==> src/rtl/mem_arb_pkg.sv <==
// Shared types and constants for the round-robin memory arbiter.
// Port ids are sized for the largest supported requester count.
package mem_arb_pkg;

    localparam int MAX_PORTS = 8;
    localparam int PORT_ID_W = $clog2(MAX_PORTS);

    typedef logic [PORT_ID_W-1:0] port_id_t;

    localparam logic [3:0] WB_READ = 4'b0000;
    localparam logic [3:0] WB_WORD = 4'b1111;

    typedef struct packed {
        logic [31:0] addr;
        logic [3:0]  wb;
        logic [31:0] data;
        port_id_t    id;
        logic        err;
    } mem_cmd_t;

    // True when a word access at addr would not fit entirely inside the window.
    function automatic logic out_of_window(input logic [31:0] addr,
                                           input logic [31:0] base,
                                           input int          size);
        logic [33:0] a;
        logic [33:0] lo;
        logic [33:0] hi;
        a  = {2'b00, addr};
        lo = {2'b00, base};
        hi = lo + 34'(size) - 34'd3;
        return (a < lo) || (a >= hi);
    endfunction

endpackage

==> src/rtl/interface_memory.sv <==
// Word-wide single-port memory bus: the arbiter drives it, the RAM answers it.
interface interface_memory;
    logic        enable_in;
    logic [3:0]  wb_in;
    logic [31:0] addr_in;
    logic [31:0] data_in;
    logic [31:0] data_out;

    modport master (output enable_in, output wb_in, output addr_in, output data_in, input data_out);
    modport slave  (input enable_in, input wb_in, input addr_in, input data_in, output data_out);
endinterface

==> src/rtl/rr_arbiter.sv <==
// Round-robin pick: first eligible port at or after the pointer, found by
// masking a doubled request vector and taking its lowest set bit.
module rr_arbiter
    import mem_arb_pkg::*;
#(
    parameter int NUM_PORTS = 3
) (
    input  logic [NUM_PORTS-1:0] eligible,
    input  port_id_t             pointer,
    output logic [NUM_PORTS-1:0] grant,
    output port_id_t             winner,
    output logic                 grant_valid
);
    localparam int SPAN = 2 * NUM_PORTS;

    logic [SPAN-1:0] doubled;
    logic [SPAN-1:0] keep;
    logic [SPAN-1:0] masked;
    int              pick;

    assign doubled     = {eligible, eligible};
    assign masked      = doubled & keep;
    assign grant_valid = |eligible;

    genvar gi;
    generate
        for (gi = 0; gi < SPAN; gi++) begin : g_keep
            assign keep[gi] = (gi >= int'(pointer));
        end
    endgenerate

    // The upper copy is never masked, so any eligible port guarantees a hit.
    always_comb begin
        pick = SPAN - 1;
        for (int i = SPAN - 1; i >= 0; i--) begin
            if (masked[i]) begin
                pick = i;
            end
        end
    end

    assign winner = (pick >= NUM_PORTS) ? port_id_t'(pick - NUM_PORTS) : port_id_t'(pick);

    generate
        for (gi = 0; gi < NUM_PORTS; gi++) begin : g_grant
            assign grant[gi] = grant_valid && (winner == port_id_t'(gi));
        end
    endgenerate
endmodule

==> src/rtl/mem_arbiter.sv <==
// Shares one single-port RAM among NUM_PORTS requesters: grant, issue, ack
// in a three-stage pipeline with one outstanding command per port.
module mem_arbiter
    import mem_arb_pkg::*;
#(
    parameter int          NUM_PORTS        = 3,
    parameter int          MEMORY_BUS_WIDTH = 32,
    parameter int          SIZE             = 65536,
    parameter logic [31:0] ADDRESS          = 32'h0000_0000
) (
    input  logic                                      clock,
    input  logic                                      reset,
    input  logic [NUM_PORTS-1:0]                      req_i,
    input  logic [NUM_PORTS-1:0][3:0]                 wb_i,
    input  logic [NUM_PORTS-1:0][31:0]                addr_i,
    input  logic [NUM_PORTS-1:0][MEMORY_BUS_WIDTH-1:0] data_i,
    input  logic [NUM_PORTS-1:0]                      lock_i,
    output logic [NUM_PORTS-1:0]                      ack_o,
    output logic                                      err_o,
    output logic [MEMORY_BUS_WIDTH-1:0]               rdata_o,
    interface_memory.master                           mem_if
);
    port_id_t                    ptr_reg;
    port_id_t                    ptr_next;
    mem_cmd_t                    cmd_reg;
    mem_cmd_t                    cmd_next;
    logic                        cmd_valid_reg;
    logic [NUM_PORTS-1:0]        ack_reg;
    logic [NUM_PORTS-1:0]        ack_next;
    logic                        err_reg;
    logic [MEMORY_BUS_WIDTH-1:0] rdata_reg;

    logic [NUM_PORTS-1:0] inflight;
    logic [NUM_PORTS-1:0] eligible;
    logic [NUM_PORTS-1:0] grant;
    port_id_t             winner;
    logic                 grant_valid;
    logic                 lock_win;

    // A port is busy while its command is issuing and while it is being acked.
    genvar gi;
    generate
        for (gi = 0; gi < NUM_PORTS; gi++) begin : g_port
            assign ack_next[gi] = cmd_valid_reg && (cmd_reg.id == port_id_t'(gi));
            assign inflight[gi] = ack_next[gi] || ack_reg[gi];
        end
    endgenerate

    assign eligible = req_i & ~inflight;

    rr_arbiter #(.NUM_PORTS(NUM_PORTS)) u_rr (
        .eligible    (eligible),
        .pointer     (ptr_reg),
        .grant       (grant),
        .winner      (winner),
        .grant_valid (grant_valid)
    );

    always_comb begin
        cmd_next = '0;
        for (int i = 0; i < NUM_PORTS; i++) begin
            if (grant[i]) begin
                cmd_next.addr = addr_i[i];
                cmd_next.wb   = wb_i[i];
                cmd_next.data = data_i[i];
            end
        end
        cmd_next.id  = winner;
        cmd_next.err = out_of_window(cmd_next.addr, ADDRESS, SIZE);

        // A locked winner keeps the pointer so its next request wins first.
        lock_win = |(lock_i & grant);
        ptr_next = ptr_reg;
        if (grant_valid) begin
            if (lock_win) begin
                ptr_next = winner;
            end else if (winner == port_id_t'(NUM_PORTS - 1)) begin
                ptr_next = '0;
            end else begin
                ptr_next = winner + port_id_t'(1);
            end
        end
    end

    always_ff @(posedge clock or negedge reset) begin
        if (!reset) begin
            ptr_reg       <= '0;
            cmd_reg       <= '0;
            cmd_valid_reg <= 1'b0;
            ack_reg       <= '0;
            err_reg       <= 1'b0;
            rdata_reg     <= '0;
        end else begin
            ptr_reg       <= ptr_next;
            cmd_valid_reg <= grant_valid;
            if (grant_valid) begin
                cmd_reg <= cmd_next;
            end
            ack_reg <= ack_next;
            err_reg <= cmd_valid_reg && cmd_reg.err;
            if (cmd_valid_reg) begin
                rdata_reg <= (!cmd_reg.err && cmd_reg.wb == WB_READ) ? mem_if.data_out : '0;
            end
        end
    end

    // cmd_valid is cleared asynchronously, so the RAM enable falls with reset.
    assign mem_if.enable_in = cmd_valid_reg && !cmd_reg.err;
    assign mem_if.addr_in   = cmd_reg.addr - ADDRESS;
    assign mem_if.wb_in     = cmd_reg.wb;
    assign mem_if.data_in   = cmd_reg.data;

    assign ack_o   = ack_reg;
    assign err_o   = err_reg;
    assign rdata_o = rdata_reg;
endmodule
==> src/flat_wrapper.sv <==
// flat-port wrapper written by rule: the top's interface ports become plain ports
module mem_arbiter_flat import mem_arb_pkg::*;
#(
    parameter int          NUM_PORTS        = 3,
    parameter int          MEMORY_BUS_WIDTH = 32,
    parameter int          SIZE             = 65536,
    parameter logic [31:0] ADDRESS          = 32'h0000_0000
)
  (clock, reset, req_i, wb_i, addr_i, data_i, lock_i, ack_o, err_o, rdata_o, mem_if_enable_in, mem_if_wb_in, mem_if_addr_in, mem_if_data_in, mem_if_data_out);
  interface_memory mem_if_i ();
  input  logic clock;
  input  logic reset;
  input  logic [NUM_PORTS-1:0] req_i;
  input  logic [NUM_PORTS-1:0][3:0] wb_i;
  input  logic [NUM_PORTS-1:0][31:0] addr_i;
  input  logic [NUM_PORTS-1:0][MEMORY_BUS_WIDTH-1:0] data_i;
  input  logic [NUM_PORTS-1:0] lock_i;
  output logic [NUM_PORTS-1:0] ack_o;
  output logic err_o;
  output logic [MEMORY_BUS_WIDTH-1:0] rdata_o;
  output wire logic [$bits(mem_if_i.enable_in)-1:0] mem_if_enable_in;
  output wire logic [$bits(mem_if_i.wb_in)-1:0] mem_if_wb_in;
  output wire logic [$bits(mem_if_i.addr_in)-1:0] mem_if_addr_in;
  output wire logic [$bits(mem_if_i.data_in)-1:0] mem_if_data_in;
  input wire logic [$bits(mem_if_i.data_out)-1:0] mem_if_data_out;
  assign mem_if_enable_in = mem_if_i.enable_in;
  assign mem_if_wb_in = mem_if_i.wb_in;
  assign mem_if_addr_in = mem_if_i.addr_in;
  assign mem_if_data_in = mem_if_i.data_in;
  assign mem_if_i.data_out = mem_if_data_out;
  mem_arbiter #(.NUM_PORTS(NUM_PORTS), .MEMORY_BUS_WIDTH(MEMORY_BUS_WIDTH), .SIZE(SIZE), .ADDRESS(ADDRESS)) u_core (.clock(clock), .reset(reset), .req_i(req_i), .wb_i(wb_i), .addr_i(addr_i), .data_i(data_i), .lock_i(lock_i), .ack_o(ack_o), .err_o(err_o), .rdata_o(rdata_o), .mem_if(mem_if_i));
endmodule
==> config.mk <==
export PLATFORM = sky130hd
export DESIGN_NAME = mem_arbiter_flat
export DESIGN_NICKNAME = d
export VERILOG_FILES = /design/src/rtl/mem_arb_pkg.sv /design/src/rtl/interface_memory.sv /design/src/rtl/rr_arbiter.sv /design/src/rtl/mem_arbiter.sv /design/src/flat_wrapper.sv
export SDC_FILE = /design/constraint.sdc
export NUM_CORES = 1
export LEC_CHECK = 0
export ABC_CLOCK_PERIOD_IN_PS = 11600
export BUFFER_PORTS_ARGS = -buffer_cell sky130_fd_sc_hd__buf_2
export CORE_AREA = 2 2 135 137
export DETAILED_ROUTE_END_ITERATION = 8
export DIE_AREA = 0 0 137 139
export PLACE_DENSITY = 0.66
export SKIP_LAST_GASP = 1
export SLEW_MARGIN = 5
export SYNTH_ARGS = -nofsm -noshare
export SYNTH_HDL_FRONTEND = slang
export SYNTH_SLANG_ARGS = --single-unit
==> constraint.sdc <==
create_clock -name clock -period 11.6 [get_ports clock]
set_input_delay 1.16 -clock clock [delete_from_list [all_inputs] [get_ports clock]]
set_output_delay 1.16 -clock clock [all_outputs]
set_load 0.05 [all_outputs]
==> qor.csv, run 1 <==
stage,metric,value,unit
outcome,status,completed,
drt,num_vias,5483,
pwr,power_density,383.0,nW/um^2
worst_hold_path,hp-class,reg2reg,
timing,min_period_over_period,46.08,%
logic_synthesis,ys_warn_count,0,
cells_and_area,nets,1110,
drt,drt_iter0_drc,657,
cts,clock_path_buffers,2,
cells_and_area,area_growth,29.43,%
logic_synthesis,synthArstFlopShare,100.0,%
logic_synthesis,ys.flop_type,dfrtp_1,
floorplan,floorplan.core_area,17660,um^2
place,gp_congestion,0.9184,
global_routing,grt_max_degree,82,
drt,ant_nets,0,
logic_synthesis,synth_seq_cells,112,
cts,cts_tree,yes,
pwr,irDropWorstVdd,0.1808,mV
setup_path,endpoint_kind,flip-flop,
cts,cts-hold-fix-buffers,0,
setup_path,path_delay_family,simple AND/OR/NAND/NOR gates,
pwr,p_total,2842,uW
timing,report.final.slew_viol_count,0,
global_routing,gr-total-overflow,0,
setup_path,slowest_delay,0.98,ns
timing,worstMarginPinSlew,1.109,ns
floorplan,rows,49,
cts,clk_latency,0.35,ns
place,dp_hpwl,13400,um
drt,wl_per_cell,16.28,um
timing,max_freq,0.1871,GHz
logic_synthesis,synthDistinctLibCells,52,
floorplan,ios,349,
timing,grt_setup_unrepaired,false,
logic_synthesis,synthCells,609,
global_routing,grt_pass1_vias,4894,
setup_path,path_buf_inv,1,
drt,firstDrtPassIters,9,
logic_synthesis,synth_edf_count,0,
setup_path,critPathLaunchType,flip-flop,
cts,clkSlewWorstSetupHoldPaths,0.07,ns
place,port_buffers,348,
place,place_area,7107,um^2
cells_and_area,drive_gt1_share,43.79,%
timing,clock-skew-final,0.009516,ns
floorplan,die_y,139,um
cts,htree_levels,3,
pwr,p_leak,0.003955,uW
global_routing,grt_usage,18.13,%
drt,drc,0,
logic_synthesis,seq_area_frac_synth,48.88,%
logic_synthesis,avgSynthCellArea,9.416,um^2
cts,cts_sinks,112,
floorplan,die_area,19040,um^2
timing,hold_viol,0,
logic_synthesis,syn_area,5734,um^2
cells_and_area,stdcell_area,7422,um^2
logic_synthesis,syn_nets,854,
timing,slew_headroom,26.04,%
drt,vias_per_cell,4.985,
cells_and_area,largest_reg_flops,36,
global_routing,grt_pass1_wl,26560,um
timing,setup_viol,0,
global_routing,antenna_found_initial,0,
timing,timing.final.crit_period,5.345,ns
floorplan,initial_core_util,32.48,%
cts,clockRootBuffer,clkbuf_16,
floorplan,die_w,137,um
timing,tns,0,ns
cts,postCtsSetupRepairBufs,0,
setup_path,cp.required,11.80,ns
cts,cts_buffers,9,
setup_path,crit_type,reg2reg,
setup_path,worstPathMaxFanout,38,
setup_path,critPathSlowestCell,dfrtp_1,
setup_path,arrival,5.54,ns
job,drv_cap,0,
cts,cts_resized,0,
drt,routed_wl,17910,um
setup_path,path_cells,or4b_4 > nand2_2 > o21ai_1 > a221oi_1 > ha_1 > or2_1 > a311oi_1 > nor2_1 > a31oi_4 > nor2_4 > buf_4 > a222oi_1 > and3_1 > a211oi_1 > a21oi_1,
==> path summary, 6_finish.rpt <==
check,from,to,slack [ns],depth (start not counted)
min in group asynchronous,reset,u_core.mem_if.data_in[21],0.83,1
max in group asynchronous,reset,u_core.mem_if.data_in[29],9.52,2
worst max register to register,u_core.cmd_valid_reg,u_core.ptr_reg[1],6.26,15
worst max-delay path,u_core.cmd_valid_reg,u_core.ptr_reg[1],6.26,15
worst min-delay path,u_core.cmd_reg[49],u_core.cmd_reg[49],0.47,2
worst min register to register,u_core.cmd_reg[49],u_core.cmd_reg[49],0.47,2
==> synthesized netlist by cell type (2+ instances only) <==
library cell	number	area [um^2]
a221o_1	2	20.02
buf_6	2	22.52
nor2_1	5	18.77
nor2b_1	4	25.02
a21oi_1	4	20.02
o21ai_1	2	10.01
nand2_1	174	653.1
a222oi_1	69	690.7
nand4_1	5	31.28
buf_4	71	533.0
a211oi_1	3	22.52
and2_1	2	12.51
clkbuf_1	21	78.83
buf_2	13	65.06
inv_1	40	150.1
o21ai_0	36	180.2
nor4_1	6	37.54
nand3_1	4	20.02
dfrtp_1	112	2803
xnor2_1	2	17.52
==> layer usage <==
metal,wire [um],part of all wire [%],GRT usage (%),up-vias
li1,-,-,-,2612
met1,7471,42,24.61,2548
met2,8653,48,29.38,298
met3,1390,7.8,2.558,25
met4,396,2.2,6.511,0
met5,0,0,0,-
==> logic make-up (layout without fill, tap and decap cells) <==
| family | count (synthesis) | count (layout) | synth area share, % |
|---|---|---|---|
| compound gates | 128 | 128 | 18.92 |
| xor+xnor | 2 | 2 | 0.3055 |
| fa+ha+maj | 1 | 1 | 0.2182 |
| buf+inv | 149 | 410 | 14.95 |
| flops | 112 | 112 | 48.88 |
| mux | 1 | 1 | 0.1746 |
| other cells | 0 | 1 | 0 |
| simple gates | 216 | 216 | 16.56 |
==> layout make-up <==
| type | count | area, um^2 |
|---|---|---|
| clock buffers | 9 | 225.2 |
| well taps | 229 | 286.5 |
| clock inverters | 7 | 87.58 |
| multi-input cells | 348 | 2082 |
| diodes | 1 | 2.502 |
| repair buffers | 353 | 1782 |
| fillers | 1780 | 10230 |
| flip-flops and latches | 112 | 2803 |
| inverters | 41 | 153.9 |
==> cell usage in the layout (no fill, tap or decap), types with 2 or more instances in the layout <==
master      netlist  layout
inv_1            40      40
dfrtp_1         112     112
and2_1            2       2
nor4_1            6       6
clkbuf_16         0       9
buf_2            13     347
xnor2_1           2       2
nor2_1            5       5
o21ai_1           2       2
nand4_1           5       5
nand3_1           4       4
o21ai_0          36      36
nor2b_1           4       4
a211oi_1          3       3
nand2_1         174     174
a221o_1           2       2
buf_4            71       6
a222oi_1         69      69
clkinvlp_4        0       2
a21oi_1           4       4
inv_8             0       3
==> report_power, final <==
part	internal [uW]	switching [uW]
sequential	555	98.1
combinational	569	1290
clock	173	155
==> per-stage QoR <==
stage | hold slack [ns] | utilization [%] | setup slack, ns | cells
2_1_floorplan | 0.4479 | - | 7.117 | 609
3_3_place_gp | 0.4582 | 40.25 | 6.262 | 1083
3_5_place_dp | 0.4587 | 40.25 | 6.151 | 1083
4_1_cts | 0.4767 | 42.02 | 6.193 | 1099
5_1_grt | 0.4960 | 42.02 | 5.690 | 1099
6_report | 0.4727 | 42.04 | 6.255 | 1100
==> tightest hold or removal path: cells and delay by family (launching register included) <==
kind,cells,cell delay (ns)
simple gates,2,0.10
flops,1,0.34
(Power assumes the default switching activity.)
==> run 2: changes to the inputs <==
ABC_AREA = 1   (was unset)
ABC_CLOCK_PERIOD_IN_PS = 4400   (was 11600)
CORE_AREA = 2 2 137 139   (was 2 2 135 137)
DIE_AREA = 0 0 139 141   (was 0 0 137 139)
PLACE_DENSITY = 0.72   (was 0.66)
clock period = 4.4 ns   (was 11.6 ns; I/O delays follow)
==> qor.csv, run 2 <==
stage,metric,value,unit,change
outcome,status,completed,,unchanged
drt,drt_iter0_drc,383,,was 657
cells_and_area,fillCellCount,1821,,was 1780
logic_synthesis,seq_area_frac_synth,43.17,%,was 48.88%
setup_path,critPathLaunchType,flip-flop,,unchanged
setup_path,endpoint_kind,flip-flop,,unchanged
drt,num_vias,6719,,was 5483
cts,htree_levels,3,,unchanged
cells_and_area,utilization,44.84,%,was 42.04%
logic_synthesis,synth_simple_gate_area_share,38.47,%,was 16.56%
setup_path,cp_common_cell,nand2_1,,
logic_synthesis,ys_warn_count,0,,unchanged
floorplan,ios,349,,unchanged
drt,routed_wl,20490,um,was 17910 um
timing,min_period_over_period,78.62,%,was 46.08%
logic_synthesis,synth_compound_area_share,3.450,%,was 18.92%
timing,report.final.slew_viol_count,0,,unchanged
drt,vias_per_cell,4.876,,was 4.985
cells_and_area,diodes,0,,was 1
cts,clkSlewWorstSetupHoldPaths,0.08,ns,was 0.07 ns
timing,grt_setup_unrepaired,false,,unchanged
global_routing,grt_max_degree,78,,was 82
floorplan,die_y,141,um,was 139 um
cells_and_area,mostFrequentLayoutCell,buf_2,,unchanged
logic_synthesis,yosys-top-cells-area,"dfrtp_1, nand2_1, nand3_1, buf_4, nor2_1",,"was dfrtp_1, a222oi_1, nand2_1, buf_4, o21ai_0"
cts,clockRootBuffer,clkbuf_16,,unchanged
logic_synthesis,synth_seq_cells,112,,unchanged
timing,hold_viol,0,,unchanged
setup_path,crit_type,reg2reg,,unchanged
cts,cts-hold-fix-buffers,0,,unchanged
logic_synthesis,synthCells,887,,was 609
setup_path,worstPathMaxFanout,44,,was 38
timing,timing.final.crit_period,3.459,ns,was 5.345 ns
logic_synthesis,synth_mux_area_share,0,%,was 0.1746%
drt,drc,0,,unchanged
logic_synthesis,synthXorXnorAreaFrac,0.1349,%,was 0.3055%
logic_synthesis,synth_top_area_share,43.17,%,was 48.88%
place,dp_hpwl,15560,um,was 13400 um
setup_path,critPathSlowestCell,nor2_8,,was dfrtp_1
setup_path,slowest_delay,0.44,ns,was 0.98 ns
place,port_buffers,348,,unchanged
logic_synthesis,ys_top_cells_by_count,"nand2_1, nand3_1, dfrtp_1, buf_4, nor2_1",,"was nand2_1, dfrtp_1, buf_4, a222oi_1, inv_1"
cts,cts_sinks,112,,unchanged
global_routing,antenna_found_initial,0,,unchanged
timing,clock-skew-final,0.01238,ns,was 0.009516 ns
logic_synthesis,synth_top_family_by_area,simple AND/OR/NAND/NOR gates,,was compound AO/OA/AOI/OAI gates
logic_synthesis,synthArstFlopShare,100.0,%,unchanged
cells_and_area,drive_gt1_share,35.23,%,was 43.79%
setup_path,path_cells,inv_6 > nor2_8 > nand2_4 > nand2_2 > nor2_1 > nand2_1 > nand2_1 > nand2_2 > nand2_2 > inv_1 > ha_1 > inv_1 > nand2_2 > nand2_1 > nand2_4 > nor2_8 > nand2_1 > inv_1 > buf_4 > nand2_1 > nand2_1 > o22ai_1 > nand2_1 > nand2_1,,was or4b_4 > nand2_2 > o21ai_1 > a221oi_1 > ha_1 > or2_1 > a311oi_1 > nor2_1 > a31oi_4 > nor2_4 > buf_4 > a222oi_1 > and3_1 > a211oi_1 > a21oi_1
global_routing,grt_usage,20.53,%,was 18.13%
place,gp_congestion,0.8595,,was 0.9184
logic_synthesis,synthDistinctLibCells,29,,was 52
timing,worstMarginPinSlew,1.048,ns,was 1.109 ns
floorplan,rows,50,,was 49
global_routing,gr-total-overflow,0,,unchanged
cts,postCtsSetupRepairBufs,0,,unchanged
drt,firstDrtPassIters,5,,was 9
cells_and_area,nets,1384,,was 1110
logic_synthesis,synth_edf_count,0,,unchanged
cts,cts_tree,yes,,unchanged
logic_synthesis,yosysMostFrequentCell,nand2_1,,unchanged
logic_synthesis,synth_fa_ha_area_share,0.1927,%,was 0.2182%
floorplan,initial_core_util,35.54,%,was 32.48%
pwr,p_total,8408,uW,was 2842 uW
place,dp.cells,1362,,was 1083
logic_synthesis,yosys.area.top_type,dfrtp_1,,unchanged
cts,cts_buffers,9,,unchanged
cells_and_area,stdcell_count,1378,,was 1100
setup_path,cp.required,4.64,ns,was 11.80 ns
timing,slew_headroom,29.96,%,was 26.04%
timing,setup_viol,0,,unchanged
logic_synthesis,syn_area,6492,um^2,was 5734 um^2
logic_synthesis,syn_nets,1132,,was 854
setup_path,arrival,3.70,ns,was 5.54 ns
cts,clock_path_buffers,2,,unchanged
pwr,power_density,1026,nW/um^2,was 383.0 nW/um^2
drt,wl_per_cell,14.87,um,was 16.28 um
floorplan,die_area,19600,um^2,was 19040 um^2
job,drv_cap,0,,unchanged
timing,max_freq,0.2891,GHz,was 0.1871 GHz
floorplan,die_w,139,um,was 137 um
drt,ant_nets,0,,unchanged
global_routing,grt_pass1_vias,6394,,was 4894
setup_path,path_delay_family,simple AND/OR/NAND/NOR gates,,unchanged
pwr,irDropWorstVdd,0.6085,mV,was 0.1808 mV
global_routing,grt_pass1_wl,32450,um,was 26560 um
worst_hold_path,hp-class,in2async,,was reg2reg
cells_and_area,largest_reg_flops,36,,unchanged
setup_path,path_buf_inv,5,,was 1
logic_synthesis,avgSynthCellArea,7.320,um^2,was 9.416 um^2
floorplan,floorplan.core_area,18270,um^2,was 17660 um^2
cells_and_area,area_growth,26.17,%,was 29.43%
timing,tns,0,ns,unchanged
cts,cts_resized,0,,unchanged
cells_and_area,final_cell_mix,"buf_2, nand2_1, nand3_1, dfrtp_1, nor2_1",,"was buf_2, nand2_1, dfrtp_1, a222oi_1, inv_1"
pwr,p_leak,0.004710,uW,was 0.003955 uW
logic_synthesis,ys.flop_type,dfrtp_1,,unchanged
cts,clk_latency,0.35,ns,about the same
[run 2: cell count changes after synthesis, moves of 6 or more]
cell and change:
a222oi_1 -69, buf_2 +8, inv_1 +6, nand2_1 +144, nand2_2 +8, nand3_1 +115, nand4_1 +30, nor2_1 +55
nor4_1 -6
[run 2: final timing paths]
kind	depth (start not counted)	end	startpoint	slack [ns]
worst max-delay path	24	u_core.ptr_reg[1]	u_core.cmd_valid_reg	0.94
min in group clock	3	u_core.mem_if.data_in[8]	data_i[72]	0.29
worst min-delay path	2	u_core.rdata_o[20]	reset	0.13
max in group asynchronous	2	u_core.mem_if.data_in[27]	reset	3.39
worst max register to register	24	u_core.ptr_reg[1]	u_core.cmd_valid_reg	0.94
worst min register to register	2	u_core.cmd_reg[69]	u_core.cmd_reg[69]	0.48
[run 2: logic make-up (layout without fill, tap and decap cells)]
family | after synthesis | after routing
flip-flops | 112 | 112
AND/OR/NAND/NOR | 560 | 560
AO/OA/AOI/OAI | 43 | 43
buffers and inverters | 170 | 427
adder cells (fa/ha/maj) | 1 | 1
XOR/XNOR | 1 | 1
[run 2: cell type report]
type | count | area (um^2) | share of cell area, %
Timing Repair Buffer | 359 | 1827 | 22.30
Inverter | 52 | 200.2 | 2.444
Multi-Input combinational cell | 605 | 2743 | 33.48
Sequential cell | 112 | 2803 | 34.21
Clock inverter | 7 | 101.3 | 1.237
Clock buffer | 9 | 225.2 | 2.749
Tap cell | 234 | 292.8 | 3.574
[run 2: power breakdown]
| group | leakage [uW] | switching, uW | internal, uW |
|---|---|---|---|
| Sequential | 0.00146 | 209 | 1460 |
| Combinational | 0.00309 | 4280 | 1550 |
| Clock | 0.000158 | 405 | 507 |
| Total | 0.00471 | 4900 | 3510 |
[run 2: stage by stage]
stage	hold slack [ns]	worst slack (ns)	instance area, um^2
2_1_floorplan	0.1444	1.585	6492
3_3_place_gp	0.4596	0.9528	7865
3_5_place_dp	0.4615	0.8151	7865
4_1_cts	0.1342	0.9198	8192
5_1_grt	0.1589	0.5472	8192
6_report	0.1261	0.9407	8192
[run 2: worst reg2reg max path: stages, from the launching register on]
cell	delay, ns
dfrtp_1	0.42
inv_6	0.24
nor2_8	0.07
nand2_4	0.08
nand2_2	0.06
nor2_1	0.10
nand2_1	0.05
nand2_1	0.06
nand2_2	0.07
nand2_2	0.09
inv_1	0.06
ha_1	0.22
inv_1	0.09
nand2_2	0.09
nand2_1	0.10
nand2_4	0.11
nor2_8	0.44
nand2_1	0.15
inv_1	0.10
buf_4	0.36
nand2_1	0.10
nand2_1	0.09
o22ai_1	0.06
nand2_1	0.07
nand2_1	0.06
[run 2: per-layer routing]
metal | track usage (%) | part of all wire (%) | vias up
met5 | 0 | 0 | -
met4 | 7.443 | 2.2 | 0
met3 | 4.857 | 7.9 | 38
met2 | 34.04 | 48 | 313
met1 | 26.33 | 42 | 3101
li1 | - | - | 3267
==> run 3: changes to the inputs <==
ABC_AREA = 0   (was 1)
ABC_CLOCK_PERIOD_IN_PS = 2900   (was 4400)
CORE_AREA = 2 2 134 136   (was 2 2 137 139)
DIE_AREA = 0 0 136 138   (was 0 0 139 141)
PLACE_DENSITY = 0.7   (was 0.72)
clock period = 2.9 ns   (was 4.4 ns; I/O delays follow)
==> qor.csv, run 3 (synthesized netlist as in run 1, its figures left out) <==
stage,metric,value,unit,change
cts,clkSlewWorstSetupHoldPaths,0.08,ns,about the same
worst_hold_path,whs_endpoint,u_core.mem_if.data_in[2],,
timing,worstMarginPinSlew,0.6350,ns,was 1.048 ns
cells_and_area,stdcell_area,8553,um^2,was 8192 um^2
floorplan,floorplan.core_area,17530,um^2,was 18270 um^2
drt,drc,0,,unchanged
drt,firstDrtPassIters,9,,was 5
cts,cts_sinks,112,,unchanged
timing,timing.final.crit_period,3.695,ns,was 3.459 ns
cells_and_area,largest_reg_flops,36,,unchanged
place,gp_congestion,0.8708,,was 0.8595
drt,wl_per_cell,17.38,um,was 14.87 um
timing,max_freq,0.2706,GHz,was 0.2891 GHz
worst_hold_path,hp-class,in2reg,,was in2async
cells_and_area,fillCellCount,1680,,was 1821
timing,report.final.slew_viol_count,0,,unchanged
setup_path,arrival,3.93,ns,was 3.70 ns
place,dpl_worst_slack,-0.7283,ns,was 0.8151 ns
setup_path,r2r_slack,-0.80,ns,was 0.94 ns
floorplan,initial_core_util,32.70,%,was 35.54%
cts,clockRootBuffer,clkbuf_16,,unchanged
cts,clock_path_buffers,2,,unchanged
cells_and_area,register_area,2805,um^2,was 2803 um^2
pwr,seq_power_share,17.1,%,was 19.8%
cells_and_area,nets,1210,,was 1384
timing,clock-skew-final,0.009323,ns,was 0.01238 ns
cts,cts_tree,yes,,unchanged
setup_path,critPathLaunchType,flip-flop,,unchanged
drt,vias_per_cell,5.014,,was 4.876
place,port_buffers,348,,unchanged
place,place_area,7676,um^2,was 7865 um^2
setup_path,cp.required,3.13,ns,was 4.64 ns
pwr,switching_share,48.58,%,was 58.24%
drt,routed_wl,20860,um,was 20490 um
floorplan,die_w,136,um,was 139 um
cells_and_area,utilization,48.78,%,was 44.84%
pwr,power_density,1747,nW/um^2,was 1026 nW/um^2
timing,setup_slack,-0.7954,ns,was 0.9407 ns
timing,grt_setup_unrepaired,true,,was false
timing,whs,0.1248,ns,was 0.1261 ns
setup_path,worstReg2RegStart,u_core.cmd_reg[3],,was u_core.cmd_valid_reg
cts,htree_levels,3,,unchanged
cells_and_area,area_growth,49.16,%,was 26.17%
outcome,violations,setup timing,,
job,drv_cap,0,,unchanged
timing,hold_viol,0,,unchanged
cts,cts_buffers,9,,unchanged
setup_path,r2r_end,u_core.cmd_reg[0],,was u_core.ptr_reg[1]
global_routing,grt_pass1_vias,5878,,was 6394
floorplan,die_y,138,um,was 141 um
outcome,status,"complete, but fails checks",,was completed
setup_path,crit_type,reg2reg,,unchanged
pwr,clockPowerShare,8.3,%,was 10.9%
place,dp_hpwl,14760,um,was 15560 um
setup_path,ff2ff_path_depth,16,,was 24
global_routing,grt_max_degree,49,,was 78
timing,setup_viol,72,,was 0
worst_hold_path,hold_depth,3,,
pwr,p_sw,7260,uW,was 4897 uW
drt,num_vias,6017,,was 6719
global_routing,grt_pass1_wl,30360,um,was 32450 um
cells_and_area,drive_gt1_share,52.47,%,was 35.23%
drt,drt_iter0_drc,680,,was 383
cells_and_area,mostFrequentLayoutCell,buf_2,,unchanged
timing,slew_headroom,57.28,%,was 29.96%
drt,ant_nets,0,,unchanged
cells_and_area,multi_input_area,2248,um^2,was 2743 um^2
floorplan,rows,49,,was 50
floorplan,ios,349,,unchanged
global_routing,grt_usage,20.61,%,was 20.53%
global_routing,gr-total-overflow,0,,unchanged
cells_and_area,final_cell_mix,"buf_2, nand2_1, dfrtp_1, buf_4, a222oi_1",,"was buf_2, nand2_1, nand3_1, dfrtp_1, nor2_1"
pwr,pwr-share-comb,74.7,%,was 69.3%
pwr,p_leak,0.004548,uW,was 0.004710 uW
cts,clk_latency,0.36,ns,was 0.35 ns
setup_path,endpoint_kind,flip-flop,,unchanged
setup_path,worstPathMaxFanout,8,,was 44
pwr,p_int,7683,uW,was 3512 uW
floorplan,die_area,18770,um^2,was 19600 um^2
pwr,p_total,14940,uW,was 8408 uW
pwr,irDropWorstVdd,1.191,mV,was 0.6085 mV
global_routing,antenna_found_initial,1,,was 0
timing,min_period_over_period,127.4,%,was 78.62%
worst_hold_path,min-delay-start,data_i[66],,
[run 3: cell types whose count changed in the layout (fill, tap and decap cells not counted), sizes merged, moves of 5 or more]
cell	delta
buf	+89
a222oi	+69
nand4	-31
nor4	+7
clkbuf	+5
nand2	-155
nand3	-121
inv	-11
nor2	-56
[run 3: repair_timing]
item | CTS | global route
hold buffers | 1 | 0
hold endpoints to repair | 33 | 0
setup endpoints to repair | 72 | 74
buffers inserted | 21 | 16
pin swaps | 14 | 32
gates resized for setup | 12 | 40
gates cloned | 1 | 5
[run 3: worst max path at each step]
stage                                  from           endpoint  slack [ns]  cells after the start
final                     u_core.cmd_reg[3]  u_core.cmd_reg[0]       -0.80                     16
after global routing      u_core.cmd_reg[3]  u_core.cmd_reg[0]       -0.98                     15
after CTS                 u_core.cmd_reg[3]  u_core.cmd_reg[0]       -0.69                     15
after detailed placement  u_core.cmd_reg[3]  u_core.cmd_reg[0]       -0.73                     15
after global placement    u_core.cmd_reg[3]  u_core.cmd_reg[0]       -0.57                     15
after floorplan           u_core.cmd_reg[3]  u_core.cmd_reg[0]       -0.71                     16
[run 3: layout make-up]
| cell class | count | area share, % |
|---|---|---|
| clock buffer | 10 | 2.794 |
| sequential | 112 | 32.80 |
| multi-input combinational | 348 | 26.29 |
| inverter | 41 | 1.799 |
| timing repair buffer | 453 | 32.34 |
| antenna | 1 | 0.02926 |
| clock inverter | 6 | 0.5998 |
| tap | 229 | 3.350 |
[run 3: worst max-delay path: stages (launching register included)]
cell       delay [ns]
dfrtp_1          0.39
or4b_4           0.57
nand2_4          0.10
a41o_1           0.22
a211oi_4         0.10
ha_4             0.18
or2_4            0.24
a311oi_4         0.26
nor2_2           0.10
a31oi_4          0.22
nor2_4           0.09
buf_12           0.14
clkbuf_16        0.15
a222oi_1         0.43
a211oi_1         0.12
nand4_1          0.18
a31oi_1          0.09
[run 3: metal layers]
layer,vias to the layer above,share of wire [%],GRT usage (%)
met3,41,7.6,3.960
li1,2815,-,-
met1,2830,39,25.61
met2,331,50,35.28
met4,0,2.8,7.621
met5,-,0,0
[run 3: power by group through the flow]
stage / registers (uW) / clock network, uW / logic, uW
after floorplan: 2610 / 0 / 6600
after global placement: 2550 / 0 / 8880
after detailed placement: 2560 / 0 / 9090
after CTS: 2540 / 1280 / 9660
after global routing: 2600 / 1360 / 12000
final: 2550 / 1230 / 11200
[run 3: metrics by stage]
step | TNS (ns) | cells
finish | -41.69 | 1200
global placement | -20.79 | 1149
CTS | -30.15 | 1186
detailed placement | -28.55 | 1149
global route | -51.27 | 1200
floorplan | -35.05 | 609
